## src/rtl/pipe_ctrl.sv

```systemverilog
// pipe_ctrl: pipeline control unit for the N-stage in-order core.
// Merges per-stage stall requests into a stall vector and a bubble point.
// Sequences multi-cycle flushes with a registered PC redirect, and runs a
// stall watchdog.
// Optional feature macro: PIPE_CTRL_PERF_EN enables the stall-cycle and flush
// performance counters. When it is undefined, both counters read 0.
//
// Ports:
//   clk, rst        clock and synchronous active-low reset
//   stallreq_i      per-stage hold request (bit k = stage k)
//   flush_req_i     redirect request
//   flush_pc_i      redirect target
//   stall_o         per-stage hold (combinational, zero latency)
//   bubble_o        per-stage NOP insert (combinational, zero latency)
//   flush_o         per-stage clear to NOP (registered)
//   pc_redirect_o   PcReg loads new_pc_o (registered, first flush cycle only)
//   new_pc_o        latched redirect target
//   timeout_o       sticky stall watchdog flag
//   stall_cycles_o  perf counter: cycles with any stage stalled
//   flush_count_o   perf counter: number of redirects issued
module pipe_ctrl #(
    parameter int unsigned NUM_STAGES    = 5,
    parameter int unsigned ADDR_W        = 32,
    parameter int unsigned FLUSH_HOLD    = 1,
    parameter int unsigned STALL_TIMEOUT = 1024
) (
    input  logic                  clk,
    input  logic                  rst,
    input  logic [NUM_STAGES-1:0] stallreq_i,
    input  logic                  flush_req_i,
    input  logic [ADDR_W-1:0]     flush_pc_i,
    output logic [NUM_STAGES-1:0] stall_o,
    output logic [NUM_STAGES-1:0] bubble_o,
    output logic [NUM_STAGES-1:0] flush_o,
    output logic                  pc_redirect_o,
    output logic [ADDR_W-1:0]     new_pc_o,
    output logic                  timeout_o,
    output logic [31:0]           stall_cycles_o,
    output logic [31:0]           flush_count_o
);

    localparam int unsigned HOLD_W = 4;
    localparam int unsigned WD_REQ = $clog2(STALL_TIMEOUT + 1);
    localparam int unsigned WD_W   = (WD_REQ > 16) ? WD_REQ : 16;

    typedef enum logic {
        IDLE  = 1'b0,
        FLUSH = 1'b1
    } state_e;

    state_e                  state_q;
    logic [HOLD_W-1:0]       hold_q;
    logic [NUM_STAGES-1:0]   flush_q;
    logic                    redirect_q;
    logic [ADDR_W-1:0]       new_pc_q;
    logic [WD_W-1:0]         wd_q;
    logic [WD_W-1:0]         wd_d;
    logic                    timeout_q;
    logic [NUM_STAGES-1:0]   stall_c;
    logic [NUM_STAGES-1:0]   bubble_c;
    logic                    stall_any;

    // Stall merge: every stage at or below the highest requester holds, and
    // the stage just above it takes a bubble. Gated off in reset and FLUSH.
    always_comb begin
        logic acc;
        stall_c  = '0;
        bubble_c = '0;
        acc      = 1'b0;
        for (int i = NUM_STAGES - 1; i >= 0; i--) begin
            acc        = acc | stallreq_i[i];
            stall_c[i] = acc;
        end
        for (int i = 1; i < NUM_STAGES; i++) begin
            bubble_c[i] = stall_c[i-1] & ~stall_c[i];
        end
        if (!rst || (state_q != IDLE)) begin
            stall_c  = '0;
            bubble_c = '0;
        end
    end

    assign stall_any = |stall_c;

    // Flush sequencer; a new request at any time restarts the sequence.
    always_ff @(posedge clk) begin
        if (!rst) begin
            state_q    <= IDLE;
            hold_q     <= '0;
            flush_q    <= '0;
            redirect_q <= 1'b0;
            new_pc_q   <= '0;
        end else begin
            redirect_q <= 1'b0;
            if (flush_req_i) begin
                state_q    <= FLUSH;
                hold_q     <= HOLD_W'(FLUSH_HOLD - 1);
                flush_q    <= '1;
                redirect_q <= 1'b1;
                new_pc_q   <= flush_pc_i;
            end else if (state_q == FLUSH) begin
                if (hold_q == '0) begin
                    state_q <= IDLE;
                    flush_q <= '0;
                end else begin
                    hold_q <= hold_q - HOLD_W'(1);
                end
            end
        end
    end

    // Watchdog run-length counter, saturating, cleared by any unstalled cycle.
    always_comb begin
        wd_d = '0;
        if (stall_any) begin
            wd_d = (wd_q == '1) ? wd_q : wd_q + WD_W'(1);
        end
    end

    always_ff @(posedge clk) begin
        if (!rst) begin
            wd_q      <= '0;
            timeout_q <= 1'b0;
        end else begin
            wd_q <= wd_d;
            if ((STALL_TIMEOUT != 0) && (wd_d >= WD_W'(STALL_TIMEOUT))) begin
                timeout_q <= 1'b1;
            end
        end
    end

`ifdef PIPE_CTRL_PERF_EN
    logic [31:0] stall_cycles_q;
    logic [31:0] flush_count_q;

    // Free-running wrap-around performance counters.
    always_ff @(posedge clk) begin
        if (!rst) begin
            stall_cycles_q <= '0;
            flush_count_q  <= '0;
        end else begin
            if (stall_any) begin
                stall_cycles_q <= stall_cycles_q + 32'd1;
            end
            if (redirect_q) begin
                flush_count_q <= flush_count_q + 32'd1;
            end
        end
    end

    assign stall_cycles_o = stall_cycles_q;
    assign flush_count_o  = flush_count_q;
`else
    assign stall_cycles_o = '0;
    assign flush_count_o  = '0;
`endif

    assign stall_o       = stall_c;
    assign bubble_o      = bubble_c;
    assign flush_o       = flush_q;
    assign pc_redirect_o = redirect_q;
    assign new_pc_o      = new_pc_q;
    assign timeout_o     = timeout_q;

endmodule

```

## config.mk

```make
export PLATFORM = sky130hd
export DESIGN_NAME = pipe_ctrl
export DESIGN_NICKNAME = d
export VERILOG_FILES = /design/src/rtl/pipe_ctrl.sv
export SDC_FILE = /design/constraint.sdc
export NUM_CORES = 1
export LEC_CHECK = 0
export ABC_CLOCK_PERIOD_IN_PS = 5600
export CORE_MARGIN = 8
export CORE_UTILIZATION = 47
export DETAILED_ROUTE_END_ITERATION = 8
export DONT_BUFFER_PORTS = 1
export GPL_ROUTABILITY_DRIVEN = 0
export GPL_TIMING_DRIVEN = 1
export MAX_ROUTING_LAYER = met4
export PLACE_DENSITY = 0.7
export SLEW_MARGIN = 10
export SYNTH_ARGS = -nofsm -noshare
export SYNTH_HDL_FRONTEND = slang
export SYNTH_SLANG_ARGS = --single-unit
export TNS_END_PERCENT = 20
```

## constraint.sdc

```tcl
create_clock -name clk -period 5.6 [get_ports clk]
set_clock_uncertainty 0.1 [all_clocks]
set_input_delay 1.4 -clock clk [delete_from_list [all_inputs] [get_ports clk]]
set_output_delay 1.4 -clock clk [all_outputs]
set_load 0.05 [all_outputs]
```

* Word-level counts from Yosys, hierarchy flattened *
Cells that the tools add are included.

word-level totals
  flip-flop bits (word level) = 60
  latch bits = 0
  RAM bits = 0
  bits in read-only memories = 0
  input port bits = 40
  output and inout bits = 113
  logic and storage cells = 45
  memories kept = 0

operators by class
  add/subtract/negate cells = 2
  multiply operators = 0
  divide/modulo/power cells = 0
  magnitude comparators = 1
  equal/unequal tests = 1
  shift operators = 0
  muxes and demuxes = 11
  bitwise operators = 14
  reductions and logical operators = 9

operators by type and width
  cell                                                                                    count
  16-bit two-way mux                                                                      2
  5-bit two-way mux                                                                       5
  16-bit by 1-bit adder with 16-bit output (second input constant)                        1
  16-bit == test (second input constant)                                                  1
  16-bit by 11-bit greater-or-equal comparator with 1-bit output (second input constant)  1
  1-bit NOT                                                                               6
  5-bit OR reduction                                                                      1
  1-bit AND                                                                               4
  4-bit logical NOT                                                                       1
  1-bit two-way mux                                                                       4
  1-bit bitwise OR                                                                        4
  2-bit AND reduction                                                                     2
  2-bit nonzero test                                                                      2
  4-bit by 1-bit subtractor with 4-bit output (second input constant)                     1
  2-bit OR reduction                                                                      1
  1-bit logical NOT                                                                       1
  1-bit logical OR                                                                        1

* Depth between registers and ports, before layout *
  word-level depth = 8
  gate-level depth with buffers = 7
  gate-level depth less buffers = 7

* Worst setup path before layout *
OpenSTA, ideal clock, no wires.

  kind = in2out
  from = input stallreq_i[3]
  to = output bubble_o[1]
  arrival = 3.019 ns
  data required time = 4.100 ns
  path slack = 1.081 ns
  stages on the path = 2
  path buffers = 0
  cells stage by stage = or4_1 > nor3_1

on the way
  longest elaborated chain between the ends = 6
  elaborated cells on any way between the ends = 7
  classes of those cells = 1 x mux; 6 x bitwise

ends and longest elaborated chain
  item                                           RTL line  source
  start, declared                                29        input logic [NUM_STAGES-1:0] stallreq_i,
  1-bit bitwise OR (*) (3 in series)             71        acc = acc | stallreq_i[i];
  1-bit bitwise OR or 1-bit NOT (tied branches)  71, 75
  1-bit AND (*)                                  75        bubble_c[i] = stall_c[i-1] & ~stall_c[i];
  5-bit two-way mux (*)                          77        if (!rst || (state_q != IDLE)) begin
  end, declared                                  33        output logic [NUM_STAGES-1:0] bubble_o,

Mark *: on every way between the ends. The rest lies on a longest branch, timed or not.

* Worst setup path after layout *
  from = input stallreq_i[3]
  to = output stall_o[0]

on the way
  longest elaborated chain between the ends = 5

ends and longest elaborated chain
  item                            RTL line  source
  1-bit bitwise OR (4 in series)  71
  5-bit two-way mux               77
  end, declared                   32        output logic [NUM_STAGES-1:0] stall_o,

Every way passes these cells.

==> impl_table.tex <==
\begin{tabular}{lr}
\hline
Metric & Value \\
\hline
\multicolumn{2}{l}{\textbf{Outcome}} \\
\quad Result of the run & complete, no violations \\
\multicolumn{2}{l}{\textbf{Clocking}} \\
\quad TritonCTS buffer count & 5 \\
\quad Clock transition at path regs & 100 ps \\
\quad Clock tree from TritonCTS & done \\
\quad Number of clock sinks seen by CTS & 56 \\
\quad \# H-tree levels & 2 \\
\quad Resize count post-CTS & 0 \\
\quad Buffers from clock root to sink, at most & 2 \\
\quad \# Post-CTS Setup Buffers & 0 \\
\quad Clock latency reported for the late side of the worst-skew pair & 300 ps \\
\quad Clk Tree Root Cell & sky130\_fd\_sc\_hd\_\_clkbuf\_8 \\
\quad Quantity of hold-fixing buffers added after cts & 0 \\
\multicolumn{2}{l}{\textbf{STA}} \\
\quad Hold Violations, Final & 0 \\
\quad Final total negative setup slack & 0 ps \\
\quad Tightest Pin Transition & 902 ps \\
\quad Final count of pins violating max slew & 0 \\
\quad Relative slew slack & 39.6\% \\
\quad Shortest clock period the worst path allows after layout & just over 4000 ps \\
\quad Share of the clock period used by the worst path after layout & 72.9\% \\
\quad RSZ-0062 raised after global routing & no \\
\quad Final worst hold slack & 409 ps \\
\quad Highest clock frequency the design can meet & approximately 250 MHz \\
\quad Final setup margin & 1520 ps \\
\quad Final setup viols & 0 \\
\multicolumn{2}{l}{\textbf{Worst setup path}} \\
\quad Critical Path Fanout Max & 18 \\
\quad Crit path DAT & 2580 ps \\
\quad Cell-by-cell listing of the critical path & or4\_1, o21ai\_2, buf\_4, inv\_1 \\
\quad CP Capture Type & output pin \\
\quad Critical Path Max Stage Delay & 560 ps \\
\quad Critical Path RT & slightly above 4000 ps \\
\quad Highest-delay cell along the critical path & sky130\_fd\_sc\_hd\_\_or4\_1 \\
\quad Type of the worst setup path & primary input to output pin \\
\quad Type of element launching the critical path & primary input \\
\multicolumn{2}{l}{\textbf{Floorplanning}} \\
\quad Number of ports placed on the die boundary & between 150 and 200 \\
\quad Placeable core region & slightly below 0.006 mm\^{}2 \\
\quad Die boundary width & approximately 95 um \\
\quad Effective utilization at floorplan & 48.9\% \\
\quad Die height & 94.7 um \\
\quad Total Die Area & 0.00898 mm\^{}2 \\
\quad Number of placement rows & 28 \\
\multicolumn{2}{l}{\textbf{Job}} \\
\quad Count of maximum capacitance violations & 0 \\
\multicolumn{2}{l}{\textbf{Yosys}} \\
\quad Number of distinct library cell variants in the gate-level netlist after synthesis & 39 \\
\quad Share of flip-flops with an asynchronous set or reset & 0\% \\
\quad Area share of the largest cell type after synthesis & roughly 38\% \\
\quad Gate count after technology mapping & 315 \\
\quad Ranking of synthesized cells by area & sky130\_fd\_sc\_hd\_\_dfxtp\_1 38\%, sky130\_fd\_sc\_hd\_\_buf\_4 18\%, sky130\_fd\_sc\_hd\_\_mux2i\_1 13\%, sky130\_fd\_sc\_hd\_\_nor2b\_1 7.5\%, sky130\_fd\_sc\_hd\_\_nor2\_1 3.1\% \\
\quad Number of synthesized flops with an enable pin & 0 \\
\quad Post-synthesis register bit count & 56 \\
\quad Area leader, netlist & sky130\_fd\_sc\_hd\_\_dfxtp\_1 \\
\quad Mapped Area & 0.00291 mm\^{}2 \\
\quad Average instance area after synthesis & about 9 um\^{}2 \\
\quad Main flop type after synthesis & sky130\_fd\_sc\_hd\_\_dfxtp\_1 \\
\quad Sequential area share after synthesis & 38.5\% \\
\quad Total of warnings raised by yosys & 0 \\
\multicolumn{2}{l}{\textbf{Worst hold path}} \\
\quad Class of the tightest hold or removal check & register to register \\
\multicolumn{2}{l}{\textbf{GRT}} \\
\quad All-Layer GR Usage & 11.6\% \\
\quad Wire length of the first global-routing pass & a little over 8000 um \\
\quad Number of global-route vias before repair & around 1700 \\
\quad Aggregate global routing overflow & 0 \\
\quad Pin count of the biggest net entering global routing & 40 \\
\quad Number of antenna violations at the first check in global routing & 0 \\
\multicolumn{2}{l}{\textbf{Route}} \\
\quad Total Routed Length & 5580 um \\
\quad Routed wire per std cell & approximately 14 um \\
\quad Number of DRC markers after the initial detailed-route iteration & 52 \\
\quad Average via count per standard cell & 4.69 \\
\quad Via count & 1805 \\
\quad Post-detailed-route DRC marker count & 0 \\
\quad Number of antenna-violating nets in the routed design & 0 \\
\quad Pre-Repair DR Iteration Count & 4 \\
\multicolumn{2}{l}{\textbf{Final layout}} \\
\quad Count of fill cells added during filler insertion & around 580 \\
\quad Layout cells sized above 1 & 4.52\% \\
\quad Final nets & 352 \\
\quad Diodes inserted & 0 \\
\quad Sequential cell area & 0.00112 mm\^{}2 \\
\quad Area Growth Syn to Fin & -3.99\% \\
\quad Total area of multi-input combinational cells & 0.00146 mm\^{}2 \\
\multicolumn{2}{l}{\textbf{Power and ir drop}} \\
\quad Power per Cell Area & 299 mW/mm\^{}2 \\
\quad Leakage power figure & $\sim$0.0012 uW \\
\quad Peak VDD IR & approximately 0.13 mV \\
\multicolumn{2}{l}{\textbf{Placement}} \\
\quad Worst slack after detailed placement & 1520 ps \\
\quad Count of buffers from port buffering & 0 \\
\quad Total half-perimeter wirelength after legalization and detailed placement & 4330 um \\
\hline
\end{tabular}
[flip-flops by register name (all words and copies together), names as in the netlist]
register	flops
new_pc_o	32
wd_q	16
hold_q	4
flush_o	1
pc_redirect_o	1
state_q	1
timeout_o	1
[worst paths after layout]
kind                           start                       to  slack (ps)  cells after the start
min          flush_o[3]$_SDFFE_PN0P_  flush_o[3]$_SDFFE_PN0P_         410                      2
max                    stallreq_i[3]               stall_o[0]        1520                      4
min reg2reg  flush_o[3]$_SDFFE_PN0P_  flush_o[3]$_SDFFE_PN0P_         410                      2
max reg2reg       wd_q[0]$_SDFF_PN0_       wd_q[3]$_SDFF_PN0_        3440                      6
[Yosys cell counts (4+ instances only)]
library cell,instances
sky130_fd_sc_hd__nand3_1,4
sky130_fd_sc_hd__xor2_1,8
sky130_fd_sc_hd__mux2i_1,37
sky130_fd_sc_hd__inv_1,6
sky130_fd_sc_hd__nand2_1,7
sky130_fd_sc_hd__nor3_1,6
sky130_fd_sc_hd__nor2_1,24
sky130_fd_sc_hd__and3_1,4
sky130_fd_sc_hd__buf_2,4
sky130_fd_sc_hd__clkbuf_1,4
sky130_fd_sc_hd__dfxtp_1,56
sky130_fd_sc_hd__buf_4,69
sky130_fd_sc_hd__nand4_1,5
sky130_fd_sc_hd__nor2b_1,35
[where the power goes]
group	total (uW)	leakage (uW)	switching, uW	internal (uW)
Combinational	155	0.000689	132	23.7
Sequential	474	0.000459	60.1	414
Clock	208	0.0000400	123	85.0
[worst max-delay path: cells and delay by family]
kind,cells,cell delay [ps]
simple gates,1,560
buf+inv,2,480
compound gates,1,130
[cell families after synthesis]
logic type | count (synthesis) | share of synthesized area, %
and+or+nand+nor | 103 | 19.8
buffers and inverters | 85 | 20.0
DFF | 56 | 38.5
muxes | 37 | 12.7
AOI/OAI and AO/OA | 20 | 4.68
xor gates and xnor gates | 11 | 3.31
adders and majority gates | 2 | 0.859
other | 1 | 0.129
[metrics by stage]
stage | cells | cell area [um^2] | total power (uW) | util [%]
floorplan | 379 | 3150 | 674 | -
global route | 385 | 2800 | 879 | 47.0
global placement | 378 | 2720 | 637 | 45.6
detailed placement | 378 | 2720 | 639 | 45.6
CTS | 385 | 2800 | 852 | 47.0
finish | 385 | 2800 | 838 | 47.0
[per-layer routing]
metal  routed length (um)  global-route usage [%]  share of wire (%)
met5                    0                       -                  0
met4                   51                    3.90               0.91
met3                  654                    4.44                 12
met2                 2960                    21.2                 53
met1                 1910                    10.8                 34
[layout by cell type (no fill, tap or decap), types with 4 or more instances in the layout]
cell	n
sky130_fd_sc_hd__mux2i_1	37
sky130_fd_sc_hd__inv_1	6
sky130_fd_sc_hd__nor2b_1	35
sky130_fd_sc_hd__nor2_1	24
sky130_fd_sc_hd__nand2_1	7
sky130_fd_sc_hd__dfxtp_1	55
sky130_fd_sc_hd__xor2_1	8
sky130_fd_sc_hd__nand4_1	5
sky130_fd_sc_hd__conb_1	65
sky130_fd_sc_hd__clkbuf_8	5
sky130_fd_sc_hd__nand3_1	4
sky130_fd_sc_hd__nor3_1	6
sky130_fd_sc_hd__and3_1	4
[cell type report]
type / count / area share [%]
clock buffer: 5 / 2.46
clock inverter: 2 / 0.447
inverter: 6 / 0.805
multi-input combinational: 238 / 52.0
sequential: 56 / 40.1
tap: 75 / 3.35
timing repair buffer: 3 / 0.805
Note: power is estimated with default switching activity, not from simulation.
